### src/rtl/lock_filt_pkg.sv
// Shared types and helpers for the lock-in filter stages.
// Gear states, port widths and a generic signed clip.
package lock_filt_pkg;

   localparam int unsigned TAU_W = 6;
   localparam int unsigned CNT_W = 32;
   localparam int unsigned EFF_W = 4;

   typedef enum logic [1:0] {
      StFast   = 2'd0,
      StStep   = 2'd1,
      StTrack  = 2'd2,
      StBypass = 2'd3
   } gear_state_t;

   // Clip a signed value into the range of a signed 'width'-bit word.
   function automatic logic signed [63:0] sat_r(input logic signed [63:0] value,
                                                input int unsigned width);
      logic signed [63:0] v_max;
      logic signed [63:0] v_min;
      logic signed [63:0] v_res;
      v_max = (64'sd1 <<< (width - 1)) - 64'sd1;
      v_min = -(64'sd1 <<< (width - 1));
      v_res = value;
      if (value > v_max) begin
         v_res = v_max;
      end else if (value < v_min) begin
         v_res = v_min;
      end
      return v_res;
   endfunction

endpackage

### src/rtl/hp_gear_ctrl.sv
// Gear-shift controller: ramps eff_tau from 0 up to the target tau, one step per dwell.
// Restarts on pulse or tau change; tau[5:4] != 0 selects bypass.
module hp_gear_ctrl
   import lock_filt_pkg::*;
#(
   parameter int unsigned GEAR_SH = 15
) (
   input  logic               i_clk,
   input  logic               i_rst_n,
   input  logic [TAU_W-1:0]   i_tau,
   input  logic               i_restart,
   output logic [EFF_W-1:0]   o_eff_tau,
   output gear_state_t        o_state,
   output logic               o_settling
);

   gear_state_t        r_state;
   gear_state_t        w_state;
   logic [EFF_W-1:0]   r_eff_tau;
   logic [EFF_W-1:0]   w_eff_tau;
   logic [CNT_W-1:0]   r_cnt;
   logic [CNT_W-1:0]   w_cnt;
   logic [CNT_W-1:0]   w_dwell_last;
   logic [TAU_W-1:0]   r_tau_q;
   logic               r_settling;
   logic [EFF_W-1:0]   w_target;
   logic               w_bypass;

   assign w_target     = i_tau[EFF_W-1:0];
   assign w_bypass     = |i_tau[TAU_W-1:EFF_W];
   // In FAST eff_tau is 0, so the same formula gives the gear-0 dwell.
   assign w_dwell_last = (CNT_W'(1) << (32'(r_eff_tau) + GEAR_SH)) - CNT_W'(1);

   always_comb begin
      w_state   = r_state;
      w_eff_tau = r_eff_tau;
      w_cnt     = r_cnt;
      if (w_bypass) begin
         w_state   = StBypass;
         w_eff_tau = '0;
         w_cnt     = '0;
      end else if (i_restart || (i_tau != r_tau_q) || (r_state == StBypass)) begin
         w_state   = StFast;
         w_eff_tau = '0;
         w_cnt     = '0;
      end else begin
         case (r_state)
            StFast: begin
               if (r_cnt == w_dwell_last) begin
                  w_cnt = '0;
                  if (w_target == '0) begin
                     w_state   = StTrack;
                     w_eff_tau = '0;
                  end else begin
                     w_eff_tau = EFF_W'(1);
                     w_state   = (w_target == EFF_W'(1)) ? StTrack : StStep;
                  end
               end else begin
                  w_cnt = r_cnt + CNT_W'(1);
               end
            end
            StStep: begin
               if (r_cnt == w_dwell_last) begin
                  w_cnt     = '0;
                  w_eff_tau = r_eff_tau + EFF_W'(1);
                  if (w_eff_tau == w_target) begin
                     w_state = StTrack;
                  end
               end else begin
                  w_cnt = r_cnt + CNT_W'(1);
               end
            end
            StTrack: begin
               w_eff_tau = w_target;
               w_cnt     = '0;
            end
            default: begin
               w_state   = StFast;
               w_eff_tau = '0;
               w_cnt     = '0;
            end
         endcase
      end
   end

   always_ff @(posedge i_clk) begin
      if (!i_rst_n) begin
         r_state    <= StFast;
         r_eff_tau  <= '0;
         r_cnt      <= '0;
         r_tau_q    <= i_tau;
         r_settling <= 1'b1;
      end else begin
         r_state    <= w_state;
         r_eff_tau  <= w_eff_tau;
         r_cnt      <= w_cnt;
         r_tau_q    <= i_tau;
         r_settling <= (w_state == StFast) || (w_state == StStep);
      end
   end

   assign o_eff_tau  = r_eff_tau;
   assign o_state    = r_state;
   assign o_settling = r_settling;

endmodule

### src/rtl/hp_filter_gear.sv
// First-order IIR high-pass: out = in - LP(in), with gear-shifted LP time constant.
// LP accumulator keeps its baseline across restarts; only the gain is geared.
module hp_filter_gear
   import lock_filt_pkg::*;
#(
   parameter int unsigned R       = 14,
   parameter int unsigned S       = 58,
   parameter int unsigned FRAC    = 14,
   parameter int unsigned GEAR_SH = 15
) (
   input  logic               i_clk,
   input  logic               i_rst_n,
   input  logic [TAU_W-1:0]   i_tau,
   input  logic               i_restart,
   input  logic [R-1:0]       i_in,
   output logic [R-1:0]       o_out,
   output logic               o_settling,
   output logic               o_sat
);

   localparam int unsigned LP_W = 31;

   logic [EFF_W-1:0]          w_eff_tau;
   gear_state_t               w_state;
   logic signed [S-1:0]       r_acc;
   logic [R-1:0]              r_out;
   logic                      r_sat;
   logic signed [S-FRAC-1:0]  w_acc_hi;
   logic signed [LP_W-1:0]    w_lp;
   logic signed [S:0]         w_acc_sum;
   logic signed [R:0]         w_diff;
   logic signed [63:0]        w_acc_clip;
   logic signed [63:0]        w_diff_clip;
   logic                      w_acc_sat;
   logic                      w_out_sat;

   hp_gear_ctrl #(
      .GEAR_SH (GEAR_SH)
   ) u_ctrl (
      .i_clk      (i_clk),
      .i_rst_n    (i_rst_n),
      .i_tau      (i_tau),
      .i_restart  (i_restart),
      .o_eff_tau  (w_eff_tau),
      .o_state    (w_state),
      .o_settling (o_settling)
   );

   assign w_acc_hi  = r_acc[S-1:FRAC];
   assign w_lp      = LP_W'(w_acc_hi >>> w_eff_tau);
   assign w_acc_sum = (S+1)'(r_acc) + (S+1)'($signed(i_in)) - (S+1)'(w_lp);
   // Output uses only the low R bits of the LP term; it tracks the input range.
   assign w_diff    = (R+1)'($signed(i_in)) - (R+1)'($signed(w_lp[R-1:0]));

   assign w_acc_clip  = sat_r(64'(w_acc_sum), S);
   assign w_diff_clip = sat_r(64'(w_diff), R);
   assign w_acc_sat   = (w_acc_clip != 64'(w_acc_sum));
   assign w_out_sat   = (w_diff_clip != 64'(w_diff));

   always_ff @(posedge i_clk) begin
      if (!i_rst_n) begin
         r_acc <= '0;
         r_out <= '0;
         r_sat <= 1'b0;
      end else if (w_state == StBypass) begin
         r_acc <= '0;
         r_out <= i_in;
         r_sat <= 1'b0;
      end else begin
         r_acc <= w_acc_clip[S-1:0];
         r_out <= w_diff_clip[R-1:0];
         r_sat <= w_acc_sat | w_out_sat;
      end
   end

   assign o_out = r_out;
   assign o_sat = r_sat;

endmodule
### config.mk
export PLATFORM = sky130hd
export DESIGN_NAME = hp_filter_gear
export DESIGN_NICKNAME = d
export VERILOG_FILES = /design/src/rtl/lock_filt_pkg.sv /design/src/rtl/hp_gear_ctrl.sv /design/src/rtl/hp_filter_gear.sv
export SDC_FILE = /design/constraint.sdc
export NUM_CORES = 1
export LEC_CHECK = 0
export ABC_AREA = 1
export BUFFER_PORTS_ARGS = -buffer_cell sky130_fd_sc_hd__buf_2
export CAP_MARGIN = 20
export CORE_ASPECT_RATIO = 0.5
export CORE_MARGIN = 4
export CORE_UTILIZATION = 39
export CTS_BUF_LIST = sky130_fd_sc_hd__clkbuf_8
export CTS_CLUSTER_DIAMETER = 80
export DETAILED_ROUTE_END_ITERATION = 8
export PLACE_DENSITY = 0.6
export SLEW_MARGIN = 25
export SYNTH_ARGS = -nofsm -noshare
export SYNTH_HDL_FRONTEND = slang
export SYNTH_SLANG_ARGS = --single-unit
### constraint.sdc
create_clock -name i_clk -period 7.3 [get_ports i_clk]
set_clock_uncertainty 0.05 [all_clocks]
set_input_delay 1.46 -clock i_clk [delete_from_list [all_inputs] [get_ports i_clk]]
set_output_delay 1.46 -clock i_clk [all_outputs]
set_load 0.005 [all_outputs]
---- Yosys cells after proc, flatten, opt, wreduce, memory -nomap -nowiden ----
Index checks and enable logic that the tools add are counted.
storage, ports and cells
  register bits ........................... 118
  output and inout bits ................... 16
  logic and storage cells ................. 65
  input port bits ......................... 23
operators by class
  muxes and demuxes ....................... 17
  reductions and logical operators ........ 12
  add/subtract/negate cells ............... 7
  order comparisons ....................... 4
  bitwise logic cells ..................... 3
  shift-type cells ........................ 2
  equal/unequal tests ..................... 12
operator list
  operator               count
  $mux 64                4
  $ne 64x15->1           1
  $ne 64x59->1           1
  $add 58x14->59         1
  $gt 59x58->1 const B   1
  $lt 59x58->1 const B   1
  $sub 59x31->59         1
  $sshr 44x4->31         1
  $add 32x1->32 const B  1
  $eq 32x32->1           1
  $shl 1x32->32 const A  1
  $sub 32x2->32 const B  1
  $gt 15x14->1 const B   1
  $lt 15x14->1 const B   1
  $sub 14x14->15         1
  $mux 14                1
  $mux 2                 7
  $pmux 4 s3             1
  $mux 4                 2
  $ne 6x6->1             1
  $pmux 2 s3             1
  $reduce_or 2->1        3
  $reduce_or 6->1        1
  $add 4x4->5 const B    1
  14 further kinds       21

---- Depth between registers and ports, before layout ----
Gate-level depths: netlist of run 1.
  depth after elaboration ................. 10
  gate-level depth with buffers ........... 32
  gate-level depth less buffers ........... 29

---- Modules after synthesis ----
Synthesis of run 1 repeated with hierarchy kept, for this count alone.
second synthesis, totals
  cells, all modules ...................... 2,379
  area, all modules ....................... 14,670.3 µm²
by module, submodules not included
  module          sequential area each (µm²)  area each (µm²)  cells each  instances
  hp_filter_gear  1,461.4                     10,892.9         1,781       1
  hp_gear_ctrl    900.9                       3,777.4          598         1

---- Worst setup path after synthesis of run 1 ----
OpenSTA, ideal clock, no wires.
  path kind ............................... input port to flip-flop
  from .................................... in i_in[13]
  to ...................................... reg r_acc[37]
  data arrival time ....................... 5.903 ns
  stages .................................. 18
  buffers on the path ..................... 2
  data required time ...................... 7.118 ns
  slack ................................... 1.215 ns
  setup time .............................. 0.132 ns
  cells stage by stage .................... inv_1 > fa_1 > inv_1 > ha_1 > a21oi_1 > inv_1 > a31oi_1 > o21ai_0 > a31oi_1 > nor2_1 > o21ai_1 > nand3b_1 > nand2_1 > inv_1 > nand3_1 > buf_2 > buf_2 > a21oi_1
between the ends
  word-level cells in the longest chain between the ends .. 5
  elaborated cells on any way between the ends .. 6
  classes of those cells .................. add/sub (2); order compare (2); mux (2)
RTL lines
  item                  line                  text
  from (decl)           hp_filter_gear.sv:15  input logic [R-1:0] i_in,
  $add 58x14->59 *      hp_filter_gear.sv:51  assign w_acc_sum = (S+1)'(r_acc) + (S+1)'($signed(i_in)) - (S+1)'(w_lp);
  $sub 59x31->59 *      hp_filter_gear.sv:51
  $lt 59x58->1          lock_filt_pkg.sv:27   end else if (value < v_min) begin
  $mux 64               lock_filt_pkg.sv:27
  $mux 64 *             lock_filt_pkg.sv:25   if (value > v_max) begin
  to (signal assigned)  hp_filter_gear.sv:70  r_acc <= w_acc_clip[S-1:0];
  to (decl)             hp_filter_gear.sv:25  logic signed [S-1:0] r_acc;
Every way passes the cells marked *; elsewhere a longest branch is shown, timed or not.
A chain may end at the register's enable or synchronous reset.

---- Worst setup path in the final report of run 1 ----
  from .................................... reg u_ctrl.r_eff_tau[0] (netlist: u_ctrl.o_eff_tau[0])
  to ...................................... reg r_acc[12]
between the ends
  word-level cells in the longest chain between the ends .. 5
  elaborated cells on any way between the ends .. 6
  classes of those cells .................. add/sub (1); order compare (2); shift (1); mux (2)
RTL lines
  item                    line                  text
  from (decl)             hp_gear_ctrl.sv:19    logic [EFF_W-1:0] r_eff_tau;
  from (signal assigned)  hp_gear_ctrl.sv:95    r_eff_tau <= w_eff_tau;
  $sshr 44x4->31 *        hp_filter_gear.sv:50  assign w_lp = LP_W'(w_acc_hi >>> w_eff_tau);
  $sub 59x31->59 *        hp_filter_gear.sv:51
  $lt 59x58->1            lock_filt_pkg.sv:27
  $mux 64                 lock_filt_pkg.sv:27
  $mux 64 *               lock_filt_pkg.sv:25
Marked as above.

==> results of run 1 <==
==> Yosys cell counts, drive strengths merged <==
cell type,n
nand2,507
inv,424
nor2,218
a21oi,178
o21ai,163
dfxtp,118
xor2,95
ha,81
nand3,81
fa,59
mux2i,41
clkbuf,32
nor3,28
buf,25
nand4,25
a31oi,24
xnor2,23
nor4,14
o211ai,13
o21a,13
or2,11
a21o,8
o21bai,8
a21boi,4
nand3b,4
and2,3
a211oi,2
o2111ai,2
o22ai,2
o31ai,2
a221oi,1
a22oi,1
a2bb2oi,1
a311oi,1
and3,1
clkinv,1
conb,1
or3,1
or4,1
==> cell type report <==
| class | count | area (µm²) |
|---|---|---|
| fill | 3923 | 20700 |
| multi-input combinational | 1618 | 9920 |
| sequential | 118 | 2360 |
| inverter | 425 | 1600 |
| tap | 484 | 606 |
| timing repair buffer | 51 | 288 |
| clock buffer | 17 | 234 |
| clock inverter | 15 | 203 |
==> flip-flops by register name, indices dropped and copies added (netlist names) <==
| name | flops |
|---|---|
| o_sat | 1 |
| u_ctrl.o_eff_tau | 4 |
| o_out | 14 |
| u_ctrl.o_state | 2 |
| u_ctrl.r_tau_q | 6 |
| u_ctrl.o_settling | 1 |
| u_ctrl.r_cnt | 32 |
| r_acc | 58 |
==> logic make-up (layout without fill, tap and decap cells) <==
family	after synthesis	in the layout	synth area share [%]
AND/OR/NAND/NOR	894	894	27.9
buffers and inverters	482	508	13.4
AO/OA/AOI/OAI	423	423	16.3
adder cells (fa/ha/maj)	140	140	15.5
XOR/XNOR	118	118	7.30
flip-flops	118	118	16.7
multiplexers	41	41	2.90
other	1	2	0.0265
==> per-stage QoR <==
step           hold slack (ns)  instances  cell area, µm²
6_report                 0.421       2728           15200
5_1_grt                  0.453       2728           15200
4_1_cts                  0.427       2728           15200
3_5_place_dp             0.409       2696           14800
3_3_place_gp             0.411       2696           14800
2_1_floorplan            0.385       2218           14200
==> final timing paths <==
kind / from / end / slack, ns
setup / recovery: u_ctrl.o_eff_tau[0]$_SDFFE_PP0P_ / r_acc[12]$_SDFF_PP0_ / 1.31
hold / removal: u_ctrl.r_cnt[0]$_SDFF_PP0_ / u_ctrl.r_cnt[0]$_SDFF_PP0_ / 0.42
setup reg to reg: u_ctrl.o_eff_tau[0]$_SDFFE_PP0P_ / r_acc[12]$_SDFF_PP0_ / 1.31
hold reg to reg: u_ctrl.r_cnt[0]$_SDFF_PP0_ / u_ctrl.r_cnt[0]$_SDFF_PP0_ / 0.42
==> layer usage <==
metal / share of wire, % / up-vias / GRT usage (%) / wire length, µm
met2: 44 / 345 / 35.8 / 19600
met3: 5.4 / 64 / 4.15 / 2410
met1: 47 / 6261 / 30.2 / 20800
met5: 0 / - / 0 / 0
li1: - / 7045 / - / -
met4: 3.0 / 0 / 7.12 / 1340
==> flow_summary.json, run 1 <==
{
  "final_nets": 2394,
  "core-area_um2": 35900,
  "maxSlewHeadroom_pct": 34.5,
  "layout_commonest_cell": "nand2_1",
  "clk_pin_slew_ns": 0.09,
  "start_util_pct": 39.5,
  "fp.dieArea_um2": 39600,
  "netlist_instances": 2217,
  "hold_path.class": "reg2reg",
  "num_vias": 13700,
  "max_stage_delay_ns": 0.81,
  "grt_max_degree": 60,
  "worstSetupStartpointType": "flop",
  "gp_congestion": 1.01,
  "fmax_mhz": 167,
  "fin_crit_ns": 5.99,
  "critical_path.max_fanout": 44,
  "clock-sinks": 118,
  "area_growth_pct": 7.40,
  "whs_path_depth": 1,
  "synth_top_area_cell": "dfxtp_1",
  "report.final.slew_viol_count": 0,
  "dpl.hpwl_mm": 36.7,
  "grt_pass1_wl_mm": 69.2,
  "period_share_pct": 82.0,
  "cts-buffers-inserted": 17,
  "finalHoldViolCount": 0,
  "rsz0062_at_grt": "no",
  "cpLargestDelayFamily": "compound AO/OA/AOI/OAI gates",
  "cp_slowest_cell": "dfxtp_2",
  "ctsHoldBuffers": 0,
  "routed_wl_mm": 44.2,
  "die_x_um": 277,
  "clock_latency_ns": 0.49,
  "reg2reg_depth": 23,
  "cp.depth": 23,
  "crit_arrival_ns": 6.34,
  "n_antenna_cell": 0,
  "required_ns": 7.65,
  "ys_seq_area_share_pct": 16.7,
  "port_buffers": 38,
  "synth_top_area_share_pct": 16.7,
  "ys_ff_latch": 118,
  "num_rows": 49,
  "final_core_util_pct": 42.4,
  "grt.overflow.total": 0,
  "layout_common_cells": "nand2_1 (485), inv_1 (415), nor2_1 (182)",
  "postRouteAntennaNets": 0,
  "antenna_found_initial": 0,
  "synth_area_um2": 14200,
  "finalSetupTns_ns": 0,
  "cts_root_buffer": "clkbuf_8",
  "crit_chain": "buf_4 > o21ai_0 > mux2i_1 > mux2i_1 > a21boi_0 > inv_1 > fa_1 > inv_1 > ha_1 > a21oi_1 > nor2_1 > nor2_1 > o21ai_0 > a31oi_1 > nor2_1 > o21ai_1 > nand2_1 > nand2_1 > nand2_1 > inv_1 > nand3_2 > buf_4 > a21oi_1",
  "cts_resized": 0,
  "drt_iter0_drc": 1242,
  "wl_per_cell_um": 16.2,
  "timing.final.ws_setup_ns": 1.31,
  "grt_use_total_pct": 22.2,
  "post-place-ws_ns": 1.12,
  "tightest_slew_ns": 0.972,
  "dieHeight_um": 143,
  "drive_gt1_share_pct": 7.84,
  "max_cap_viol_count": 0,
  "synthTopCellsByArea": "dfxtp_1 (17%), nand2_1 (13%), inv_1 (11%)",
  "synthDistinctLibCells": 57,
  "boundaryPins": 39,
  "post_cts_buffers": 0,
  "synth.avg_cell_area_um2": 6.39,
  "cp_num_buf_inv": 5,
  "drt_first_pass_iters": 5,
  "ctsLongestPathBuffers": 2,
  "criticalPathCategory": "reg2reg",
  "outcome": "complete, no violations",
  "cp-end-kind": "flop",
  "drc": 0,
  "cts_tree": "yes",
  "vias_per_cell": 5.03,
  "yosysWarnings": 0,
  "htree_levels": 4,
  "grt_pass1_vias": 12700,
  "finalSetupViolCount": 0
}
Power of run 1 is left out: the tool's default activity adds up to more than one toggle a clock period on the data nets, which glitch-free logic cannot reach.
==> run 2: changes to the inputs <==
- ABC_AREA: 1 -> 0
- PLACE_DENSITY: 0.6 -> 0.62
- clock period: 7.3 -> 5.2 ns (I/O delays scaled with it)
==> run 2 against run 1 <==
Effect of this change: count of clock-buffer cells in the layout is 1 higher; highest routed layer is now met5; worst setup slack worse by 1.2 ns; non-clock buffer count is 157 higher; first-iteration DRC count is 21% lower; flip-flop and latch count stayed put; worst hold slack better by 0.050 ns; die area is 4.4% lower; routed wire length is 7.8% lower.
==> flow_summary.json, run 2 <==
{
  "finalSetupViolCount": 0,
  "largest_register_ff_count": 58,
  "cts-buffers-inserted": 17,
  "ys_seq_area_share_pct": 17.5,
  "synth-compound-area-share_pct": 23.6,
  "die_x_um": 271,
  "dpl.hpwl_mm": 31.9,
  "area_growth_pct": 19.2,
  "port_buffers": 38,
  "grt_use_total_pct": 21.0,
  "powerDensity_nw_per_um2": 806,
  "fin_crit_ns": 5.10,
  "layout_commonest_cell": "inv_1",
  "dpl.cell_count": 2357,
  "synthTopCellsByCount": "inv_1 (236), nand2_1 (180), o21ai_0 (152)",
  "clock-sinks": 118,
  "num_rows": 47,
  "ctsLongestPathBuffers": 2,
  "outcome": "complete, no violations",
  "drt_iter0_drc": 984,
  "ys_ff_latch": 118,
  "power_uw": 13000,
  "htree_levels": 4,
  "period_share_pct": 98.1,
  "async_reset_ff_share_pct": 0,
  "drive_gt1_share_pct": 17.3,
  "cts_root_buffer": "clkbuf_8",
  "required_ns": 5.55,
  "synthAdderAreaFrac_pct": 16.2,
  "synth_top_area_cell": "dfxtp_1",
  "power.internal_uw": 6620,
  "post-place-ws_ns": -0.190,
  "maxSlewHeadroom_pct": 49.7,
  "crit_chain": "buf_12 > mux4_2 > mux2i_2 > nand2_1 > o21ai_2 > inv_1 > fa_1 > inv_1 > ha_1 > buf_4 > nand2_1 > nor2_1 > o31a_1 > o31ai_2 > buf_4 > a31oi_4 > a31o_4 > a31oi_4 > xnor2_4 > o21ai_4 > buf_6 > buf_12 > o31ai_1",
  "drc": 0,
  "synthSimpleGateAreaFrac_pct": 18.8,
  "drt_first_pass_iters": 5,
  "dieHeight_um": 140,
  "worstSetupStartpointType": "flop",
  "hold_path.class": "reg2reg",
  "cts_tree": "yes",
  "timing.final.ws_setup_ns": 0.0989,
  "cp_slowest_cell": "mux4_2",
  "report.final.slew_viol_count": 0,
  "layout_common_cells": "inv_1 (234), nand2_1 (178), buf_4 (148)",
  "synthXorXnorAreaFrac_pct": 8.08,
  "ctsHoldBuffers": 0,
  "synthTopCellsByArea": "dfxtp_1 (17%), fa_1 (8.7%), ha_1 (7.5%)",
  "power.leakage_uw": 0.00710,
  "routed_wl_mm": 40.8,
  "core-area_um2": 33600,
  "synthDistinctLibCells": 85,
  "regMostFlops": "r_acc",
  "synth_flop_cell": "dfxtp_1",
  "grt_pass1_vias": 12500,
  "final_nets": 2097,
  "clock_latency_ns": 0.49,
  "fmax_mhz": 196,
  "grt.overflow.total": 0,
  "max_stage_delay_ns": 0.59,
  "start_util_pct": 40.2,
  "p_comb_share_pct": 81.5,
  "cp-end-kind": "flop",
  "synth_area_um2": 13500,
  "clk_pin_slew_ns": 0.08,
  "finalSetupTns_ns": 0,
  "postRouteAntennaNets": 0,
  "fp.dieArea_um2": 37900,
  "seqPwrFrac_pct": 11.2,
  "net-switching-power_uw": 6340,
  "final_cells": 2412,
  "num_vias": 13300,
  "antenna_found_initial": 1,
  "synth_top_area_share_pct": 17.5,
  "synthMuxAreaShare_pct": 6.15,
  "synth.most_common_cell": "inv_1",
  "ir_drop_mv": 0.418,
  "n_antenna_cell": 0,
  "netlist_instances": 1800,
  "rsz0062_at_grt": "yes",
  "boundaryPins": 39,
  "gp_congestion": 0.960,
  "synth_edf_count": 0,
  "wl_per_cell_um": 16.9,
  "crit_arrival_ns": 5.45,
  "criticalPathCategory": "reg2reg",
  "critical_path.max_fanout": 11,
  "grt_max_degree": 45,
  "pwr-share-clk_pct": 7.3,
  "grt_pass1_wl_mm": 64.8,
  "vias_per_cell": 5.50,
  "finalHoldViolCount": 0,
  "synth_top_family_by_area": "compound AO/OA/AOI/OAI gates",
  "max_cap_viol_count": 0,
  "synth.avg_cell_area_um2": 7.50,
  "yosysWarnings": 0,
  "tightest_slew_ns": 0.754,
  "sw_frac_of_total_pct": 48.9
}
run 2: repair_timing:
item                                    4_1_cts  5_1_grt
gates resized for setup                      17       63
buffers inserted                              3       15
endpoints found under the setup margin       58       58
pin swaps                                     4       14
gates cloned                                  1        5
run 2: final timing paths:
path	start	endpoint	slack [ns]	cells after the start
max	u_ctrl.o_eff_tau[0]$_SDFFE_PP0P_	r_acc[45]$_SDFF_PP0_	0.1	23
min	u_ctrl.r_cnt[0]$_SDFF_PP0_	u_ctrl.r_cnt[0]$_SDFF_PP0_	0.47	1
max reg2reg	u_ctrl.o_eff_tau[0]$_SDFFE_PP0P_	r_acc[45]$_SDFF_PP0_	0.1	23
min reg2reg	u_ctrl.r_cnt[0]$_SDFF_PP0_	u_ctrl.r_cnt[0]$_SDFF_PP0_	0.47	1
run 2: worst max-delay path, delay by kind of cell (launching register included):
family          cells  cell delay (ns)
compound gates      8             1.60
xor+xnor            1             0.17
fa+ha+maj           2             0.79
buf+inv             7             0.92
flops               1             0.41
mux                 2             0.80
simple gates        3             0.29
run 2: layout make-up:
type                       instances  area (µm²)
clock inverter                    14         184
inverter                         238         901
fill                            3339       17500
tap                              465         582
timing repair buffer             208        1680
clock buffer                      18         248
multi-input combinational       1351       10100
sequential                       118        2370
run 2: logic make-up (layout without fill, tap and decap cells):
| family | Yosys count | in the layout |
|---|---|---|
| AND/OR/NAND/NOR | 530 | 530 |
| AO/OA/AOI/OAI | 508 | 508 |
| buffers and inverters | 332 | 478 |
| adder cells (fa/ha/maj) | 140 | 140 |
| XOR/XNOR | 123 | 123 |
| flip-flops | 118 | 118 |
| multiplexers | 48 | 48 |
| other | 1 | 2 |
run 2: through the flow:
step                      hold WS [ns]  instance area (µm²)  utilization (%)
after floorplan                  0.414                13700                -
after global placement           0.450                15100             45.1
after detailed placement         0.461                15100             45.1
after CTS                        0.480                15700             46.7
after global routing             0.534                16100             47.9
final                            0.472                16100             47.9
run 2: power by group through the flow:
stage          combinational, µW  sequential (µW)  clock (µW)
2_1_floorplan               6640             1380           0
3_3_place_gp                9600             1460           0
3_5_place_dp                9670             1460           0
4_1_cts                    10000             1440         972
5_1_grt                    11700             1470        1010
6_report                   10600             1450         945
run 2: per-layer routing:
layer,track usage [%],routed length (µm),up-vias
met5,0,13,-
met1,27.9,18500,6299
li1,-,-,6531
met2,35.2,19400,359
met3,3.78,1990,65
met4,6.04,912,2
(Power assumes the default switching activity.)
